<file path="src/rtl/spi_write_controller_pkg.sv">
// Shared frame constants and FSM encoding for the SPI read/write controllers.
// Both ends import this so they agree on byte width and frame length.
package spi_write_controller_pkg;

  localparam int SPI_BYTE_BITS = 8;
  localparam int FRAME_BYTES   = 37;
  localparam int FRAME_AW      = 6;
  localparam int BIT_CW        = $clog2(SPI_BYTE_BITS);

  typedef enum logic [1:0] {
    ST_IDLE = 2'd0,
    ST_RECV = 2'd1,
    ST_LAST = 2'd2
  } frame_state_e;

endpackage

</file>
<file path="src/rtl/spi_write_controller_deserializer.sv">
// MSB-first serial-to-parallel converter: shifts one bit per enabled edge and
// emits a registered byte plus a one-cycle valid pulse after the eighth bit.
module spi_byte_deserializer
  import spi_write_controller_pkg::*;
(
  input  logic                     clk_i,
  input  logic                     rst_i,
  input  logic                     clr_i,
  input  logic                     en_i,
  input  logic                     sdi_i,
  output logic [SPI_BYTE_BITS-1:0] byte_o,
  output logic                     byte_vld_o
);

  localparam logic [BIT_CW-1:0] LAST_BIT = BIT_CW'(SPI_BYTE_BITS - 1);

  logic [SPI_BYTE_BITS-1:0] shift_q, shift_d;
  logic [SPI_BYTE_BITS-1:0] byte_q, byte_d;
  logic [BIT_CW-1:0]        cnt_q, cnt_d;
  logic                     vld_q, vld_d;

  always_comb begin
    shift_d = shift_q;
    byte_d  = byte_q;
    cnt_d   = cnt_q;
    vld_d   = 1'b0;
    if (clr_i) begin
      shift_d = '0;
      byte_d  = '0;
      cnt_d   = '0;
    end else if (en_i) begin
      shift_d = {shift_q[SPI_BYTE_BITS-2:0], sdi_i};
      cnt_d   = cnt_q + BIT_CW'(1);
      // The completing bit bypasses the shift register so the byte is ready one edge earlier.
      if (cnt_q == LAST_BIT) begin
        byte_d = {shift_q[SPI_BYTE_BITS-2:0], sdi_i};
        vld_d  = 1'b1;
      end
    end
  end

  always_ff @(posedge clk_i or posedge rst_i) begin
    if (rst_i) begin
      shift_q <= '0;
      byte_q  <= '0;
      cnt_q   <= '0;
      vld_q   <= 1'b0;
    end else begin
      shift_q <= shift_d;
      byte_q  <= byte_d;
      cnt_q   <= cnt_d;
      vld_q   <= vld_d;
    end
  end

  assign byte_o     = byte_q;
  assign byte_vld_o = vld_q;

endmodule

</file>
<file path="src/rtl/spi_write_controller.sv">
// SPI write path: deserialized MOSI bytes are written to the frame buffer at an
// auto-incrementing address, with a done pulse after each full frame.
module spi_write_controller
  import spi_write_controller_pkg::*;
#(
  parameter int AW         = FRAME_AW,
  parameter int NUM_BYTES  = FRAME_BYTES,
  parameter int START_ADDR = 0
) (
  input  logic                     iCLK,
  input  logic                     iRST,
  input  logic                     iCLR,
  input  logic                     iEN,
  input  logic                     MOSI,
  output logic                     oWr_EN,
  output logic [AW-1:0]            oWr_ADDR,
  output logic [SPI_BYTE_BITS-1:0] oWr_DATA,
  output logic                     oWr_DONE
);

  localparam logic [AW-1:0] LAST_IDX = AW'(NUM_BYTES - 1);
  localparam logic [AW-1:0] BASE     = AW'(START_ADDR);

  logic [SPI_BYTE_BITS-1:0] byte_s;
  logic                     byte_vld_s;
  logic                     last_byte_s;

  frame_state_e  state_q, state_d;
  logic [AW-1:0] cnt_q, cnt_d;
  logic [AW-1:0] addr_q, addr_d;
  logic          done_q, done_d;

  spi_byte_deserializer u_deser (
    .clk_i      (iCLK),
    .rst_i      (iRST),
    .clr_i      (iCLR),
    .en_i       (iEN),
    .sdi_i      (MOSI),
    .byte_o     (byte_s),
    .byte_vld_o (byte_vld_s)
  );

  assign last_byte_s = byte_vld_s && (cnt_q == LAST_IDX);

  always_comb begin
    state_d = state_q;
    cnt_d   = cnt_q;
    if (iCLR) begin
      state_d = ST_IDLE;
      cnt_d   = '0;
    end else begin
      // The counter advances as the strobe cycle ends, keeping the address stable during it.
      if (byte_vld_s) begin
        if (last_byte_s) begin
          cnt_d = '0;
        end else begin
          cnt_d = cnt_q + AW'(1);
        end
      end
      case (state_q)
        ST_IDLE: begin
          if (iEN) begin
            state_d = ST_RECV;
          end else begin
            state_d = ST_IDLE;
          end
        end
        ST_RECV: begin
          state_d = ST_RECV;
        end
        ST_LAST: begin
          if (iEN) begin
            state_d = ST_RECV;
          end else begin
            state_d = ST_IDLE;
          end
        end
        default: begin
          state_d = ST_IDLE;
        end
      endcase
      if (last_byte_s) begin
        state_d = ST_LAST;
      end
    end
    addr_d = BASE + cnt_d;
    done_d = (state_d == ST_LAST);
  end

  always_ff @(posedge iCLK or posedge iRST) begin
    if (iRST) begin
      state_q <= ST_IDLE;
      cnt_q   <= '0;
      addr_q  <= BASE;
      done_q  <= 1'b0;
    end else begin
      state_q <= state_d;
      cnt_q   <= cnt_d;
      addr_q  <= addr_d;
      done_q  <= done_d;
    end
  end

  assign oWr_EN   = byte_vld_s;
  assign oWr_DATA = byte_s;
  assign oWr_ADDR = addr_q;
  assign oWr_DONE = done_q;

endmodule

</file>
<file path="config.mk">
export PLATFORM = sky130hd
export DESIGN_NAME = spi_write_controller
export DESIGN_NICKNAME = d
export VERILOG_FILES = /design/src/rtl/spi_write_controller_pkg.sv /design/src/rtl/spi_write_controller_deserializer.sv /design/src/rtl/spi_write_controller.sv
export SDC_FILE = /design/constraint.sdc
export NUM_CORES = 1
export LEC_CHECK = 0
export CORE_AREA = 2 2 54 56
export CTS_CLUSTER_DIAMETER = 30
export DETAILED_ROUTE_END_ITERATION = 6
export DIE_AREA = 0 0 56 58
export PLACE_DENSITY = 0.71
export REMOVE_ABC_BUFFERS = 1
export SLEW_MARGIN = 20
export SYNTH_ARGS = -nofsm -noshare
export SYNTH_HDL_FRONTEND = slang
export SYNTH_SLANG_ARGS = --single-unit
</file>
<file path="constraint.sdc">
create_clock -name iCLK -period 2.5 [get_ports iCLK]
set_input_delay 0.75 -clock iCLK [delete_from_list [all_inputs] [get_ports iCLK]]
set_output_delay 0.75 -clock iCLK [all_outputs]
set_load 0.03 [all_outputs]
</file>
After elaboration in Yosys (flattened, before gate mapping). Index checks and enable logic that the tools add are counted.

Flip-flop bits (word level): 28.

Add/subtract/negate cells: 2. Equal/unequal tests: 5. Reductions and logical operators: 7. Muxes and demuxes: 17.

Operators with widths (number): $mux 8 (3); $mux 6 (3); $mux 7 (2); $add 6x1->6 const B (1); $eq 6x6->1 const B (1); $mux 3 (2); $reduce_bool 2->1 (3); $eq 2x2->1 const B (2); $mux 1 (4); $mux 2 (2); $pmux 2 s2 (1); $add 3x1->3 const B (1); $eq 3x3->1 const B (1); $eq 2x1->1 const B (1); $logic_not 2->1 (1); $reduce_and 2->1 (1); $reduce_or 2->1 (1); $logic_and 1x1->1 (1).

Logic depth before layout (Yosys ltp).
Depth after elaboration: 6. Gate-level depth with buffers: 6. Mapped depth without buffers: 5.

Modules after synthesis. From an unflattened synthesis, not the netlist that was laid out.

Cell total of the unflattened synthesis: 113. Area, all modules: 1244.9 µm².

By module, submodules not included: spi_byte_deserializer (cells each 75, instances 1, area each 879.6 µm²); spi_write_controller (cells each 38, instances 1, area each 365.4 µm²).

Least setup slack after synthesis. No wires, ideal clock.

Kind: input to register. From: in iEN. To: reg u_deser.shift_q[4]. Buffers on the path: 2. Slack: 985 ps. Arrival: 1383 ps. Stages on the path: 4. Library setup time: 132 ps. Cell sequence: buf_2 buf_4 mux2i_1 nor2_1.

Word-level cells in the longest chain between the ends: 1.

RTL lines: from (decl) (RTL line spi_write_controller.sv:13) `input logic iEN,`; $reduce_bool 2->1 (no line); to (signal assigned) (RTL line spi_write_controller_deserializer.sv:49) `shift_q <= shift_d;`; to (decl) (RTL line spi_write_controller_deserializer.sv:17) `logic [SPI_BYTE_BITS-1:0] shift_q, shift_d;`.

No other way between the ends. A chain may end at the register's enable or synchronous reset.

Worst setup path after layout.
From: reg u_deser.vld_q (netlist: u_deser.byte_vld_o). To: out oWr_EN.

RTL lines: from (decl) (RTL line spi_write_controller_deserializer.sv:20) `logic vld_q, vld_d;`; from (signal assigned) (RTL line spi_write_controller_deserializer.sv:52) `vld_q <= vld_d;`; to (decl) (RTL line spi_write_controller.sv:15) `output logic oWr_EN,`.

No word-level cell between the ends.

==> results by group <==
Clock tree
  – Clk pin slew, worst setup/hold paths: 0.13 ns
  – Clk_lat worst skew: 0.32 ns
  – Root buffer cell: clkbuf_4
  – Post-CTS Hold Fix Bufs: 0
  – # H-tree levels: 1
  – Post-cts sizing count: 0
  – CTS tree: yes
  – Sink Count: 26
  – Clock Tree Buf Depth: 2
  – Post CTS Setup Buffer Count: 0
  – Num CTS Buffers: 3

Critical path
  – Setup CP Type: flip-flop to output port
  – Arr. time, crit path: 1.61 ns
  – Crit Path Max Fanout: 9
  – CP Buf/Inv Count: 1
  – Worst-path cell chain: clkdlybuf4s50_1
  – Worst setup SP type: flip-flop
  – Crit end category: output port
  – Delay-heaviest family, CP: buffers and inverters
  – Crit-path max cell delay: roughly 0.74 ns
  – R2R Path Start: u_deser.cnt_q[0]$_DFFE_PP0P_
  – Crit path launch: u_deser.byte_vld_o$_DFF_PP0_
  – Slowest CP cell: clkdlybuf4s50_1
  – Required time worst endpoint: 1.75 ns

Synth
  – Synth async-reset ratio: 100.0%
  – Number of enable flip-flop cells after synthesis: 0
  – Synth Instances: 108
  – Synthesis Warnings: 0
  – Netlist cell types: 20
  – Most numerous cell in the Yosys netlist: dfrtp_1
  – Post-Synthesis Cell Area: 0.001146 sq mm
  – Yosys reg bits: 26
  – Largest area contributor in the netlist: dfrtp_1
  – Commonest cells in the netlist: 26 x dfrtp_1, 17 x nor2_1, 10 x mux2i_1, 10 x nand2_1
  – Ys flop type: dfrtp_1
  – Yosys top cell area share: between 50% and 60%
  – Share of the yosys chip area belonging to registers: 56.77%
  – Syn avg cell area: 10.61 sq um
  – Ranking of synthesized cells by area: dfrtp_1 57%, mux2i_1 8.7%, nor2_1 5.6%, ha_1 4.4%, a21oi_1 3.9%

Place
  – Port Buffer Count: 20
  – RD Place Congestion: 0.7430
  – Dpl hpwl: 1465 microns

Global route
  – Vias in the first global route: slightly below 800
  – Total global routing overflow: 0
  – Initial antenna violation count: 0
  – First-pass GRT wire length: 3484 microns
  – Total track usage: 13.74%
  – Largest net degree at the start of global routing: 27

Timing
  – Final Max Slew Viols: 0
  – Final min period: 2.358 ns
  – Max frequency: roughly 0.42 GHz
  – Min Hold Slack: 0.5416 ns
  – Period utilization: 94.33%
  – Slew headroom: just under 80%
  – Worst Tran Pin Value: around 0.32 ns
  – Max Clock Skew: 0.0009941 ns
  – Setup repair after global routing missed its margin: false
  – Fin Setup TNS: 0 ns
  – Final setup viols: 0
  – Final hold violation count: 0

Power and ir drop
  – Clk pwr share: around 27%
  – Switching part of the total power: 22.74%
  – Seq pwr share: between 60% and 70%
  – P_int: 500.2 uW
  – Peak VDD IR: 362.6 uV
  – Final Power: 647.4 uW
  – PD cells: 462.8 mW/mm^2
  – Comb pwr share: 6.8%
  – Leakage power: 0.0006385 uW
  – Switch Pwr: between 100 and 150 uW

Worst hold path
  – Min-Delay Path Class: flip-flop to flip-flop
  – Hold_sp: u_deser.byte_o[0]$_DFFE_PP0P_

Cells and area
  – Ratio of cells with drive above 1 in the final layout: 5.469%
  – Area growth from synthesis to layout: 22.05%
  – N_diodes: 0
  – Nets: 139
  – # fillers: 239

Detailed routing
  – DR vias/cell: 5.214
  – DRC errors left: 0
  – Initial DRC count: 9
  – Drt wl/cell: 12.91 microns
  – Vias: 829
  – Post-route ant nets: 0
  – Pre-antenna DRT Iters: 4
  – Drt total wl: ~2100 microns

Floorplan
  – Site Rows: 19
  – Core area: approximately 0.0027 sq mm
  – Initial Util: 43.05%
  – Full die area: around 0.0032 sq mm
  – IO Count: 21
  – Chip Width: 56 microns
  – Die height: 58 microns

Run status
  – Status: completed

Run
  – Max cap viols: 0
## per-layer routing
metal | GRT usage (%) | part of all wire, %
met5 | 0 | 0
met4 | 6.122 | 1.4
met3 | 2.232 | 5.7
met2 | 22.69 | 47
met1 | 18.04 | 45
## cells by family after synthesis
kind of cell	count (synthesis)	share of synthesized area (%)
simple gates	41	15.50
flops	26	56.77
compound gates	13	7.095
mux	10	8.734
buf+inv	9	3.711
xor+xnor	5	3.822
fa+ha+maj	4	4.367
## placed cells by master, fill, tap and decap left out, drive strengths merged, types with 4 or more instances in the layout
cell,synthesis,routed
dfrtp,26,26
nand2,10,10
a21oi,9,9
mux2i,10,10
nand3,9,9
ha,4,4
clkdlybuf4s50,0,20
nor2,17,17
## path summary, 6_finish.rpt
path / to / slack (ns) / depth (start not counted)
worst min-delay path: u_deser.byte_o[0]$_DFFE_PP0P_ / 0.54 / 2
min in group asynchronous: oWr_ADDR[5]$_DFFE_PP0P_ / 0.76 / 3
worst max register to register: u_deser.byte_o[3]$_DFFE_PP0P_ / 1.00 / 5
worst max-delay path: oWr_EN / 0.14 / 1
worst min register to register: u_deser.byte_o[0]$_DFFE_PP0P_ / 0.54 / 2
max in group asynchronous: oWr_ADDR[2]$_DFFE_PP0P_ / 1.50 / 3
## stage by stage
step,area [sq um],instances,worst slack [ns],util (%)
final,1399,159,0.1418,52.54
after global routing,1399,159,0.09977,52.54
after CTS,1399,159,0.1329,52.54
after detailed placement,1376,156,0.4538,51.69
after global placement,1376,156,0.4931,51.69
after floorplan,1115,102,1.128,-
## power by group through the flow
stage          combinational [uW]  sequential (uW)  clock (uW)
3_5_place_dp                 45.1              438           0
3_3_place_gp                 43.9              437           0
6_report                     44.1              429         174
5_1_grt                      49.5              430         196
4_1_cts                      45.3              430         181
2_1_floorplan                19.8              437           0
## cell type report
class / instances / area [sq um] / area share (%)
flip-flops and latches: 26 / 650.6 / 46.51
multi-input cells: 73 / 452.9 / 32.38
repair buffers: 23 / 222.7 / 15.92
well taps: 31 / 38.79 / 2.773
clock buffers: 3 / 22.52 / 1.610
inverters: 3 / 11.26 / 0.8050
## registers in the layout, summed over array words and instances, names as in the netlist
name and flops:
oWr_DONE 1, u_deser.shift_q 7, u_deser.byte_o 8, u_deser.cnt_q 3, oWr_ADDR 6, u_deser.byte_vld_o 1
Note: power is estimated with default switching activity, not from simulation.
